<file path="src/rtl/sumador_cla4.sv">
// 4-bit carry-lookahead group: sum, carry-out and group generate/propagate.
// Purely combinational, zero latency, no flow control.
module sumador_cla4 (
   input  logic [3:0] i_a,
   input  logic [3:0] i_b,
   input  logic       i_cin,
   output logic [3:0] o_s,
   output logic       o_cout,
   output logic       o_g,
   output logic       o_p
);

   logic [3:0] w_g;
   logic [3:0] w_p;
   logic [4:0] w_c;

   assign w_g = i_a & i_b;
   assign w_p = i_a ^ i_b;

   // Every carry is expanded directly from cin, so none waits on a lower bit.
   assign w_c[0] = i_cin;
   assign w_c[1] = w_g[0] | (w_p[0] & i_cin);
   assign w_c[2] = w_g[1] | (w_p[1] & w_g[0]) | (w_p[1] & w_p[0] & i_cin);
   assign w_c[3] = w_g[2] | (w_p[2] & w_g[1]) | (w_p[2] & w_p[1] & w_g[0])
                 | (w_p[2] & w_p[1] & w_p[0] & i_cin);

   assign o_g = w_g[3] | (w_p[3] & w_g[2]) | (w_p[3] & w_p[2] & w_g[1])
              | (w_p[3] & w_p[2] & w_p[1] & w_g[0]);
   assign o_p = &w_p;

   assign w_c[4] = o_g | (o_p & i_cin);

   assign o_s    = w_p ^ w_c[3:0];
   assign o_cout = w_c[4];

endmodule

</file>
<file path="src/rtl/sumador.sv">
// Unsigned WIDTH-bit adder, carry-extended WIDTH+1 result registered one cycle later.
// One result per cycle, no handshake and no stall; async active-low reset clears sum/out_valid.
module sumador #(
   parameter int WIDTH = 4
) (
   input  logic             clk,
   input  logic             rst_n,
   input  logic [WIDTH-1:0] a,
   input  logic [WIDTH-1:0] b,
   output logic [WIDTH:0]   sum,
   output logic             out_valid
);

   localparam int NGRP = WIDTH / 4;

   generate
      if ((WIDTH % 4) != 0 || WIDTH < 4) begin : g_width_check
         $error("sumador: WIDTH must be a multiple of 4 and at least 4");
      end
   endgenerate

   logic [NGRP:0]    w_carry;
   logic [WIDTH-1:0] w_sum_lo;
   logic [NGRP-1:0]  w_grp_g;
   logic [NGRP-1:0]  w_grp_p;
   logic [WIDTH:0]   w_next_sum;
   logic             w_unused_gp;

   logic [WIDTH:0]   r_sum;
   logic             r_valid;

   assign w_carry[0] = 1'b0;

   genvar gi;
   generate
      for (gi = 0; gi < NGRP; gi++) begin : g_grp
         sumador_cla4 u_cla4 (
            .i_a    (a[4*gi +: 4]),
            .i_b    (b[4*gi +: 4]),
            .i_cin  (w_carry[gi]),
            .o_s    (w_sum_lo[4*gi +: 4]),
            .o_cout (w_carry[gi+1]),
            .o_g    (w_grp_g[gi]),
            .o_p    (w_grp_p[gi])
         );
      end
   endgenerate

   // Group G/P are available for a second-level lookahead; the ripple chain does not need them.
   assign w_unused_gp = ^{w_grp_g, w_grp_p};

   assign w_next_sum = {w_carry[NGRP], w_sum_lo};

   always_ff @(posedge clk or negedge rst_n) begin
      if (!rst_n) begin
         r_sum   <= '0;
         r_valid <= 1'b0;
      end else begin
         r_sum   <= w_next_sum;
         r_valid <= 1'b1;
      end
   end

   assign sum       = r_sum;
   assign out_valid = r_valid;

endmodule

</file>
<file path="config.mk">
export PLATFORM = sky130hd
export DESIGN_NAME = sumador
export DESIGN_NICKNAME = d
export VERILOG_FILES = /design/src/rtl/sumador_cla4.sv /design/src/rtl/sumador.sv
export SDC_FILE = /design/constraint.sdc
export NUM_CORES = 1
export LEC_CHECK = 0
export BUFFER_PORTS_ARGS = -buffer_cell sky130_fd_sc_hd__buf_2
export CAP_MARGIN = 40
export CORE_AREA = 2 2 39 41
export CTS_BUF_LIST = sky130_fd_sc_hd__clkbuf_16
export DETAILED_ROUTE_END_ITERATION = 8
export DIE_AREA = 0 0 41 43
export MAX_ROUTING_LAYER = met4
export PLACE_DENSITY = 0.53
export SLEW_MARGIN = 20
export SYNTH_ARGS = -nofsm -noshare
export SYNTH_HDL_FRONTEND = slang
export SYNTH_SLANG_ARGS = --single-unit
</file>
<file path="constraint.sdc">
create_clock -name clk -period 0.8 [get_ports clk]
set_input_delay 0.08 -clock clk [delete_from_list [all_inputs] [get_ports clk]]
set_output_delay 0.08 -clock clk [all_outputs]
set_load 0.02 [all_outputs]
</file>
=== Word-level counts from Yosys, hierarchy flattened ===
Index checks and enable logic that the tools add are counted.

* Bitwise operators: 18

{| class="wikitable"
|+ Operators with widths
! cell !! count
|-
| 1-bit bitwise AND || 9
|-
| 4-bit XOR || 2
|-
| 1-bit OR || 6
|-
| 4-bit bitwise AND || 1
|}

* Register bits: 6
* Logic and storage cells: 20
* Bits of input ports: 10
* Output and inout port bits: 6

=== Depth between registers and ports, before layout ===
* Depth after elaboration: 5
* Gate-level depth with buffers: 4
* Gate-level depth less buffers: 4

=== Modules after synthesis ===
Synthesis repeated with hierarchy kept, for this count alone.

* Cell total of the unflattened synthesis: 30
* Area total of the unflattened synthesis: 340.3 µm²

{| class="wikitable"
|+ Modules (own cells, without submodules)
! module !! cells an instance !! area each (µm²) !! sequential area each (µm²) !! instances
|-
| sumador_cla4 || 22 || 182.7 || 0.0 || 1
|-
| sumador || 8 || 157.7 || 150.1 || 1
|}

=== Worst setup path before layout ===
OpenSTA, ideal clock, no wires.

* Path type: input to register
* Start point: in a[2]
* End point: reg r_sum[4] (netlist: sum[4])
* Cell stages on the path: 4
* Data required time: 0.682 ns
* Arrival: 0.766 ns
* Slack: -0.084 ns
* Buffers on the path: 0
* Setup time: 0.118 ns
* Cell sequence: ha_1 a21oi_1 nand2_1 a21o_1

* Word-level cells in the longest chain between the ends: 5
* Elaborated cells between the ends (all ways): 10
* Classes of those cells: 10 x bitwise

{| class="wikitable"
|+ Ends and longest elaborated chain
! item !! line !! source
|-
| from (decl) || sumador.sv:8 || <nowiki>input logic [WIDTH-1:0] a,</nowiki>
|-
| 4-bit bitwise AND / 4-bit XOR (equally long branches) || sumador_cla4.sv:17, sumador_cla4.sv:18 ||
|-
| 1-bit bitwise AND (on tied branches) || sumador_cla4.sv:27, sumador_cla4.sv:28 ||
|-
| 1-bit OR (tied with other cells) || sumador_cla4.sv:27 || <nowiki>assign o_g = w_g[3] | (w_p[3] & w_g[2]) | (w_p[3] & w_p[2] & w_g[1])</nowiki>
|-
| 1-bit OR / 1-bit bitwise AND (equally long branches) || sumador_cla4.sv:27, sumador_cla4.sv:28 ||
|-
| 1-bit OR (*) || sumador_cla4.sv:28 || <nowiki>| (w_p[3] & w_p[2] & w_p[1] & w_g[0]);</nowiki>
|-
| via g_grp[0].u_cla4.o_cout || sumador_cla4.sv:8 || <nowiki>output logic o_cout,</nowiki>
|-
| to (signal assigned) || sumador.sv:59 || <nowiki>r_sum <= w_next_sum;</nowiki>
|-
| to (decl) || sumador.sv:29 || <nowiki>logic [WIDTH:0] r_sum;</nowiki>
|}

Mark *: on every way through the listed nets, which the timed path passes. The rest lies on a longest branch.

=== Worst setup path after layout ===
* Start point: reg r_sum[3] (netlist: sum[3])
* End point: out sum[3]

{| class="wikitable"
|+ RTL lines
! item !! line !! source
|-
| to (decl) || sumador.sv:10 || <nowiki>output logic [WIDTH:0] sum,</nowiki>
|}

No word-level cell between the ends.

==> results.md <==
* Type of the setup path with the least slack: reg2out
* Start point of the worst hold path: b[0]
* Overall fraction of global-route tracks in use at 0.0806
* Setup repair after global routing missed its margin: true
* Sink count of the clock tree at 6
* Height of the chip at 43 µm
* CTS Buf Count at 3
* Endpoint, Worst Hold: sum[0]$_DFF_PN0_
* Relative contribution of the clock network to total power at 0.555
* Fraction of layout instances using a drive strength above 1 at 0.595
* Number of flip-flops and latches in the synthesized netlist at 6
* Ratio of final minimum period to clock period at 1.00
* Standard-cell rows at 14
* Net switching component of the power at slightly below 0.0003 W
* Last weighted congestion value of the routability-driven placer at 0.573
* Post-CTS repair timing setup buffer count at 0
* Count of nets after finishing at 59
* Floorplan core area at 1380 µm²
* Number of antenna repair diodes at 0
* Worst IR drop on VDD at around 0.83 mV
* Detailed Routing Iterations Pass 1 at 4
* Top cell type by total area after synthesis: dfrtp_1
* Die Footprint at approximately 1800 µm²
* Largest incremental delay on the critical path at 0.37 ns
* Max stage delay cell, worst path: dfrtp_1
* Count of endpoints failing setup in the final report at 2
* Distinct cell type count after synthesis at 11
* Utilization after layout at 0.388
* Worst setup SP type: flop
* CP Capture Type: output pin
* Post-DR wirelength/cell at between 9 and 10 µm
* Clock tree from TritonCTS: done
* Post-synthesis to final-layout area growth at 93.2%
* Internal power at ~0.0011 W
* Cell Count, Final, Fillers Out at 58
* Seq/Total Area, Yosys at 0.541
* Avg Cell Area, Syn at between 10 and 15 µm²
* Hpwl dp at approximately 420 µm
* Family with the most delay on the worst path: flip-flops
* Top achievable clock speed at 1250 MHz
* Count of warnings emitted by yosys at 0
* Depth of the CTS H-tree at 1
* Overall die width at 41 µm
* Fillers at 136
* Area share of the largest cell type after synthesis at 0.541
* Total via count after detailed routing at 212
* Number of max-slew violations in the final report at 0
* Critical Path, Cell by Cell: buf_6
* Proportion of power drawn by flip-flops and latches at 0.256
* Setup WS post-layout at -0.00127 ns
* Worst Path Max Fanout at 1
* Number of global-route vias before repair at 223
* Buffers & Inverters on Critical Path at 1
* Number of DRC violations after detailed-routing iteration 0 at 1
* Dominant register cell in the synthesized netlist: dfrtp_1
* Combinational cell fraction of total power at 0.189
* Maximum number of pins on one net before global-route repair at 7
* Reported leakage power at between 0.2 and 0.3 nW
* Arrival time at the worst endpoint at 0.72 ns
* Number of cells produced by synthesis at 22
* Boundary Pins at 16
* Initial Utilization at 0.201
* Clock transition at the registers of the reported paths at 0.03 ns
* Congestion Overflow GR at 0
* Final-report hold violation count at 0
* Cell chosen for the clock root: clkbuf_16
* First-pass GRT wire length at 869 µm
* Clk buf depth at 2
* Violated checks: negative setup slack
* Number of port buffers at 15
* Number of DRC violations after detailed routing at 0
* Post-synth EDFFs at 0
* Detailed-route vias per instance at 3.66
* Worst Hold Class: in2reg
* Switch share at 0.206
* Final period demand of the worst path at 0.801 ns
* Required time of the critical path at 0.72 ns
* Post-route ant nets at 0
* Antenna violations before repair at 0
* Power Density at 2650 nW/µm²
* Most frequent cells after synthesis: dfrtp_1 (6), ha_1 (4), inv_1 (4)
* Maxcap violations at 0
* Worst hold path stage count at 2
* Proportion of synthesized flip-flops having asynchronous set or reset at 1.00
* Number of nets produced by synthesis at 37
* Post-synthesis instance area at 278 µm²
* Top cells by area in the synthesized netlist: dfrtp_1 (54%), ha_1 (18%), fa_1 (7.2%)
* Detailed Route WL at 524 µm
* Placed instance count at 54
* Status: finished with violations
* Most numerous cell in the Yosys netlist: dfrtp_1
metal layers:
metal | wire (µm) | part of all wire | GRT usage | vias to the layer above
met5 | 0 | 0 | - | -
met4 | 0 | 0 | 0.0600 | 0
met3 | 87 | 0.17 | 0.0314 | 0
met2 | 222 | 0.42 | 0.103 | 16
met1 | 214 | 0.41 | 0.0977 | 89
li1 | - | - | - | 107
cell usage in the layout (no fill, tap or decap), types with 2 or more instances in the layout:
master,instances
clkbuf_16,3
buf_2,9
ha_1,2
dfrtp_1,6
ha_4,2
inv_1,3
buf_6,6
final cells by class:
| cell class | instances | area (µm²) | share of cell area |
|---|---|---|---|
| Sequential cell | 6 | 150 | 0.280 |
| Multi-Input combinational cell | 12 | 146 | 0.273 |
| Timing Repair Buffer | 17 | 130 | 0.242 |
| Clock buffer | 3 | 75.1 | 0.140 |
| Tap cell | 16 | 20.0 | 0.0373 |
| Inverter | 4 | 15.0 | 0.0280 |
power groups by stage:
stage / clock network [W] / logic, W / registers [W]
after global routing: 0.000849 / 0.000303 / 0.000369
after global placement: 0 / 0.000214 / 0.000357
after floorplan: 0 / 0.0000660 / 0.000413
final: 0.000789 / 0.000269 / 0.000365
after detailed placement: 0 / 0.000215 / 0.000358
after CTS: 0.000803 / 0.000267 / 0.000366
through the flow:
stage	power, W	worst slack (ns)	TNS, ns	hold slack (ns)	cell area (µm²)
2_1_floorplan	0.000479	-0.0655	-0.0669	-0.216	305
6_report	0.00142	-0.00127	-0.00128	0.105	537
5_1_grt	0.00152	-0.0298	-0.116	0.105	537
3_5_place_dp	0.000573	-0.200	-0.634	-0.0903	408
3_3_place_gp	0.000571	-0.189	-0.588	-0.0928	408
4_1_cts	0.00144	-0.0106	-0.0147	0.106	531
repair_timing:
| action | in CTS | in global routing |
|---|---|---|
| pin swaps | 0 | 1 |
| hold buffers | 1 | 0 |
| endpoints found under the hold margin | 6 | 0 |
| resized for setup | 12 | 2 |
| setup endpoints to repair | 6 | 7 |
registers in the layout, indices dropped and copies added, names as in the netlist:
| register | cells |
|---|---|
| out_valid | 1 |
| sum | 5 |
how the worst max path moves through the flow:
stage                                start               end  cells past startpoint
after CTS                 sum[3]$_DFF_PN0_            sum[3]                      1
after floorplan                       a[0]  sum[1]$_DFF_PN0_                      4
after global routing      sum[3]$_DFF_PN0_            sum[3]                      1
final                     sum[3]$_DFF_PN0_            sum[3]                      1
after detailed placement              a[0]  sum[1]$_DFF_PN0_                      5
after global placement                a[0]  sum[1]$_DFF_PN0_                      5
cells by family after synthesis:
group                    after synthesis  synth area share
AND/OR/NAND/NOR                        2            0.0315
flip-flops                             6             0.541
other                                  1            0.0135
buffers and inverters                  4            0.0540
adder cells (fa/ha/maj)                5             0.252
XOR/XNOR                               2            0.0631
AO/OA/AOI/OAI                          2            0.0450
Power figures use the tool's default switching activity.
